[config.mk]
export PLATFORM = sky130hd
export DESIGN_NAME = mem_port_arbiter
export DESIGN_NICKNAME = d
export VERILOG_FILES = /design/src/rtl/mem_port_arbiter_pkg.sv /design/src/rtl/mem_port_arbiter_rr_pick2.sv /design/src/rtl/mem_port_arbiter.sv
export SDC_FILE = /design/constraint.sdc
export NUM_CORES = 1
export LEC_CHECK = 0
export BUFFER_PORTS_ARGS = -buffer_cell sky130_fd_sc_hd__buf_4
export CORE_AREA = 8 8 627 629
export DETAILED_ROUTE_END_ITERATION = 7
export DIE_AREA = 0 0 635 637
export PLACE_DENSITY_LB_ADDON = 0.05
export SETUP_SLACK_MARGIN = 0.3
export SLEW_MARGIN = 20
export SYNTH_ARGS = -nofsm -noshare
export SYNTH_HDL_FRONTEND = slang
export SYNTH_HIERARCHICAL = 1
export SYNTH_SLANG_ARGS = --single-unit
[constraint.sdc]
create_clock -name clk -period 2.2 [get_ports clk]
set_input_delay 0.55 -clock clk [delete_from_list [all_inputs] [get_ports clk]]
set_output_delay 0.55 -clock clk [all_outputs]
set_load 0.02 [all_outputs]
[src/rtl/mem_port_arbiter_pkg.sv]
// Shared definitions for the memory-port arbiter: state encodings, default
// widths and requester indices.
package mem_port_arbiter_pkg;

  localparam int unsigned AddrWidthDef = 28;
  localparam int unsigned BlockSizeDef = 256;
  localparam int unsigned CntWidth     = 10;

  typedef enum logic [1:0] {
    StIdle   = 2'b00,
    StGrantI = 2'b01,
    StGrantD = 2'b10
  } arb_state_e;

  // Requester index as produced by rr_pick2 and held in last_grant.
  localparam logic ReqI = 1'b0;
  localparam logic ReqD = 1'b1;

endpackage

[src/rtl/mem_port_arbiter_rr_pick2.sv]
// Two-way round-robin / fixed-priority selector. Index 1 wins ties in fixed
// mode; in round-robin mode the side that was not served last wins.
module rr_pick2 (
  input  logic req0_i,
  input  logic req1_i,
  input  logic last_i,
  input  logic fixed_i,
  output logic winner_o,
  output logic any_o
);

  always_comb begin
    any_o    = req0_i | req1_i;
    winner_o = 1'b0;
    if (req0_i && req1_i) begin
      winner_o = fixed_i ? 1'b1 : ~last_i;
    end else if (req1_i) begin
      winner_o = 1'b1;
    end
  end

endmodule

[src/rtl/mem_port_arbiter.sv]
// Arbitrates the single block-wide memory port between the I-cache and
// D-cache controllers; routes completion and read data to the granted side.
module mem_port_arbiter
  import mem_port_arbiter_pkg::*;
#(
  parameter int unsigned ADDR_WIDTH = AddrWidthDef,
  parameter int unsigned BLOCK_SIZE = BlockSizeDef,
  parameter int unsigned TIMEOUT    = 1023,
  parameter int unsigned FIXED_PRIO = 0
) (
  input  logic                  clk,
  input  logic                  rst,
  input  logic [ADDR_WIDTH-1:0] i_addr,
  input  logic [BLOCK_SIZE-1:0] i_wr,
  input  logic                  i_rw,
  input  logic                  i_valid,
  output logic [BLOCK_SIZE-1:0] i_rd,
  output logic                  i_ready,
  input  logic [ADDR_WIDTH-1:0] d_addr,
  input  logic [BLOCK_SIZE-1:0] d_wr,
  input  logic                  d_rw,
  input  logic                  d_valid,
  output logic [BLOCK_SIZE-1:0] d_rd,
  output logic                  d_ready,
  output logic [ADDR_WIDTH-1:0] mem_addr,
  output logic [BLOCK_SIZE-1:0] mem_wr,
  output logic                  mem_rw,
  output logic                  mem_valid,
  input  logic [BLOCK_SIZE-1:0] mem_rd,
  input  logic                  mem_ready,
  output logic                  grant_i,
  output logic                  grant_d,
  output logic                  err_timeout
);

  localparam logic [CntWidth-1:0] TimeoutCnt = CntWidth'(TIMEOUT);
  localparam logic                FixedMode  = (FIXED_PRIO != 0);

  arb_state_e          state_q, state_d;
  logic                last_grant_q, last_grant_d;
  logic [CntWidth-1:0] cnt_q, cnt_d;
  logic                err_q, err_d;

  logic pick_winner;
  logic pick_any;

  rr_pick2 u_pick (
    .req0_i   (i_valid),
    .req1_i   (d_valid),
    .last_i   (last_grant_q),
    .fixed_i  (FixedMode),
    .winner_o (pick_winner),
    .any_o    (pick_any)
  );

  logic cur_valid;
  logic cur_side;

  always_comb begin
    cur_side  = (state_q == StGrantD) ? ReqD : ReqI;
    cur_valid = (state_q == StGrantD) ? d_valid : i_valid;
  end

  always_comb begin
    state_d      = state_q;
    last_grant_d = last_grant_q;
    cnt_d        = cnt_q;
    err_d        = err_q;
    unique case (state_q)
      StIdle: begin
        if (pick_any) begin
          state_d = (pick_winner == ReqD) ? StGrantD : StGrantI;
          cnt_d   = '0;
        end
      end
      StGrantI, StGrantD: begin
        // Completion takes precedence over an abandon in the same cycle.
        if (mem_ready || !cur_valid) begin
          state_d      = StIdle;
          last_grant_d = cur_side;
        end else if (cnt_q == TimeoutCnt) begin
          state_d      = StIdle;
          last_grant_d = cur_side;
          err_d        = 1'b1;
        end else if (cnt_q != '1) begin
          cnt_d = cnt_q + 1'b1;
        end
      end
      default: state_d = StIdle;
    endcase
  end

  always_ff @(posedge clk) begin
    if (rst) begin
      state_q      <= StIdle;
      last_grant_q <= ReqI;
      cnt_q        <= '0;
      err_q        <= 1'b0;
    end else begin
      state_q      <= state_d;
      last_grant_q <= last_grant_d;
      cnt_q        <= cnt_d;
      err_q        <= err_d;
    end
  end

  always_comb begin
    mem_addr  = '0;
    mem_wr    = '0;
    mem_rw    = 1'b0;
    mem_valid = 1'b0;
    i_ready   = 1'b0;
    i_rd      = '0;
    d_ready   = 1'b0;
    d_rd      = '0;
    grant_i   = (state_q == StGrantI);
    grant_d   = (state_q == StGrantD);
    if (state_q == StGrantI) begin
      mem_addr  = i_addr;
      mem_wr    = i_wr;
      mem_rw    = i_rw;
      mem_valid = i_valid;
      i_ready   = mem_ready;
      i_rd      = mem_ready ? mem_rd : '0;
    end else if (state_q == StGrantD) begin
      mem_addr  = d_addr;
      mem_wr    = d_wr;
      mem_rw    = d_rw;
      mem_valid = d_valid;
      d_ready   = mem_ready;
      d_rd      = mem_ready ? mem_rd : '0;
    end
  end

  assign err_timeout = err_q;

endmodule

==> qor.yml <==
status:
  status: "complete, but fails checks"
  violations: "setup timing"
die:
  num_rows: 228
  pin_count: 1634
  dieWidth_um: 635
  fp.dieH_um: 637
  die-area_sq_um: 404000
  floorplan.initialDensity_pct: 1.85
  fp.coreArea_sq_um: 384000
clock_tree:
  clock-root-buffer: "clkbuf_16"
  h-tree-depth: 1
  clkLatencyLatePin_ps: 260
  clock_tree.buffer_depth: 2
  numCtsBuffers: 3
  clk_pin_slew_ps: 60
  tritoncts: "done"
  clock-sinks: 14
timing:
  drv_slew: 0
  skew_ps: 4.41
  whs_ps: 481
  hold_violations: 0
  finalCritPeriodShare_pct: 118
  fmax_ghz: 0.384
  grt_setup_unrepaired: "yes"
  finalCriticalPeriod_ps: 2610
  postLayoutSetupSlackWorst_ps: -406
  setup_viol: 796
  fin_setup_tns_ps: -203820
synthesis:
  ys_seq_area_share_pct: 3.95
  synth_cell_types: 36
  yosysMostFrequentCell: "a22o_1"
  async_flop_share_pct: 0
  syn_area_sq_um: 7100
  yosysTopAreaCellShare_pct: 35.1
  synthTopCellsByArea: "a22o_1 (35%), and3_1 (23%), and2_1 (23%)"
  synth-edff-count: 0
  yosys_warnings: 6
  syn_area_per_cell_sq_um: 6.76
  syn_nets: 1886
  ys_ff_latch: 14
  post-synth-top-area-cell: "a22o_1"
  synth_flop_cell: "dfxtp_1"
  synthCells: 1051
  synth_commonest_cells: "a22o_1 (285), and3_1 (259), and2_1 (257)"
pwr:
  power.density_nw_per_um2: 293
  p_switching_mw: 4.88
  p_seq_share_pct: 2.8
  p_sw_share_pct: 51.4
  p_comb_share_pct: 92.8
  ir_drop_v: 0.000225
  p_int_mw: 4.61
  leakage_nw: 15.3
  power_frac_clock_pct: 4.4
detailed_routing:
  vias: 16600
  routedWlPerCell_um: 33.2
  vias_per_cell: 2.12
  ant_nets: 0
  first_iter_violations: 671
  drt_wl_total_mm: 260
  first_pass_iters: 5
  route.detailed.drc: 0
finish:
  nFillCells: 44900
  final_core_util_pct: 8.43
  area_growth_pct: 355
  drive_gt1_share_pct: 85.7
  fin_cells: 7841
  layout.nets: 3590
worst_setup_path:
  critPathKind: "flip-flop to output pin"
  end_kind: "output pin"
  cp_max_fo: 13
  worstPathRequired_ps: 1650
  startpoint_type: "flip-flop"
  arrival_ps: 2060
grt:
  grt_pass1_vias: 17800
  antenna_found_initial: 98
  grt_pass1_wl_mm: 303
  gr-total-overflow: 0
  grtUsageTotal_pct: 12.0
  grt_max_degree: 68
place:
  place.gp.congestion: 0.854
  preCtsSetupSlack_ps: -309
  numPortBuffers: 1633
  numPlacedInstances: 7728
  dp_hpwl_mm: 235
flow_run:
  max_cap_viol_count: 0
hold_path:
  hold_class: "flip-flop to flip-flop"
-- critical path, cell delays in order, from the launching register on --
cell and delay [ps]:
dfxtp_2 330, buf_4 130, ha_4 150, nor2b_4 140, buf_12 160, buf_16 180, buf_4 150, a22o_4 230
buf_12 140, buf_8 120
-- placed cells by master, fill, tap and decap left out, types with 19 or more instances in the layout --
master,n
a22o_4,221
a22o_1,59
buf_12,89
and2_2,223
buf_16,33
buf_8,19
and3_4,34
diode_2,27
buf_6,196
buf_4,1498
and3_1,225
and2_1,27
-- logic make-up (layout without fill, tap and decap cells) --
family / after synthesis / count (layout) / share of synthesized area (%)
multiplexers: 2 / 2 / 0.300
other: 1 / 28 / 0.0528
flip-flops: 14 / 14 / 3.95
AO/OA/AOI/OAI: 318 / 318 / 38.2
adder cells (fa/ha/maj): 4 / 4 / 0.705
AND/OR/NAND/NOR: 555 / 555 / 48.3
buffers and inverters: 157 / 1860 / 8.46
-- metrics by stage --
| step | total power, mW | area [sq um] |
|---|---|---|
| after global routing | 10.0 | 32300 |
| final | 9.49 | 32300 |
| after global placement | 8.29 | 28700 |
| after detailed placement | 8.23 | 28700 |
| after CTS | 9.63 | 31200 |
| after floorplan | 3.02 | 9520 |
-- final timing paths --
path	start	to	slack, ps	cells after the start
min	last_grant_q	last_grant_q	480	2
min reg2reg	last_grant_q	last_grant_q	480	2
max	state_q[1]	mem_wr[244]	-410	9
max reg2reg	state_q[1]	cnt_q[7]	100	8
-- registers in the layout, indices dropped and copies added (netlist names) --
register      cells
last_grant_q      1
cnt_q            10
err_timeout       1
state_q           2
-- timing repair --
item,in CTS,in global routing
gates cloned,22,12
pin swaps,13,6
hold buffers,0,0
setup buffers,30,18
setup endpoints to repair,813,813
resized for setup,299,145
-- power by group through the flow --
stage / clock network (mW) / registers (mW) / logic (mW)
2_1_floorplan: 0 / 0.269 / 2.75
3_3_place_gp: 0 / 0.270 / 8.02
3_5_place_dp: 0 / 0.270 / 7.96
4_1_cts: 0.445 / 0.264 / 8.93
5_1_grt: 0.452 / 0.264 / 9.30
6_report: 0.421 / 0.264 / 8.80
-- layer usage --
metal	global-route usage, %	wire (um)
met1	11.7	89400
met2	25.1	149000
met3	4.32	19700
met4	0.228	1330
met5	0	83
-- cell type report --
cell class | instances | area (sq um) | area share (%)
Sequential cell | 14 | 283 | 0.874
Timing Repair Buffer | 1851 | 16900 | 52.2
Inverter | 5 | 18.8 | 0.0580
Clock buffer | 4 | 88.8 | 0.275
Tap cell | 5060 | 6330 | 19.6
Multi-Input combinational cell | 880 | 8670 | 26.8
Antenna cell | 27 | 67.6 | 0.209
(Power assumes the default switching activity.)
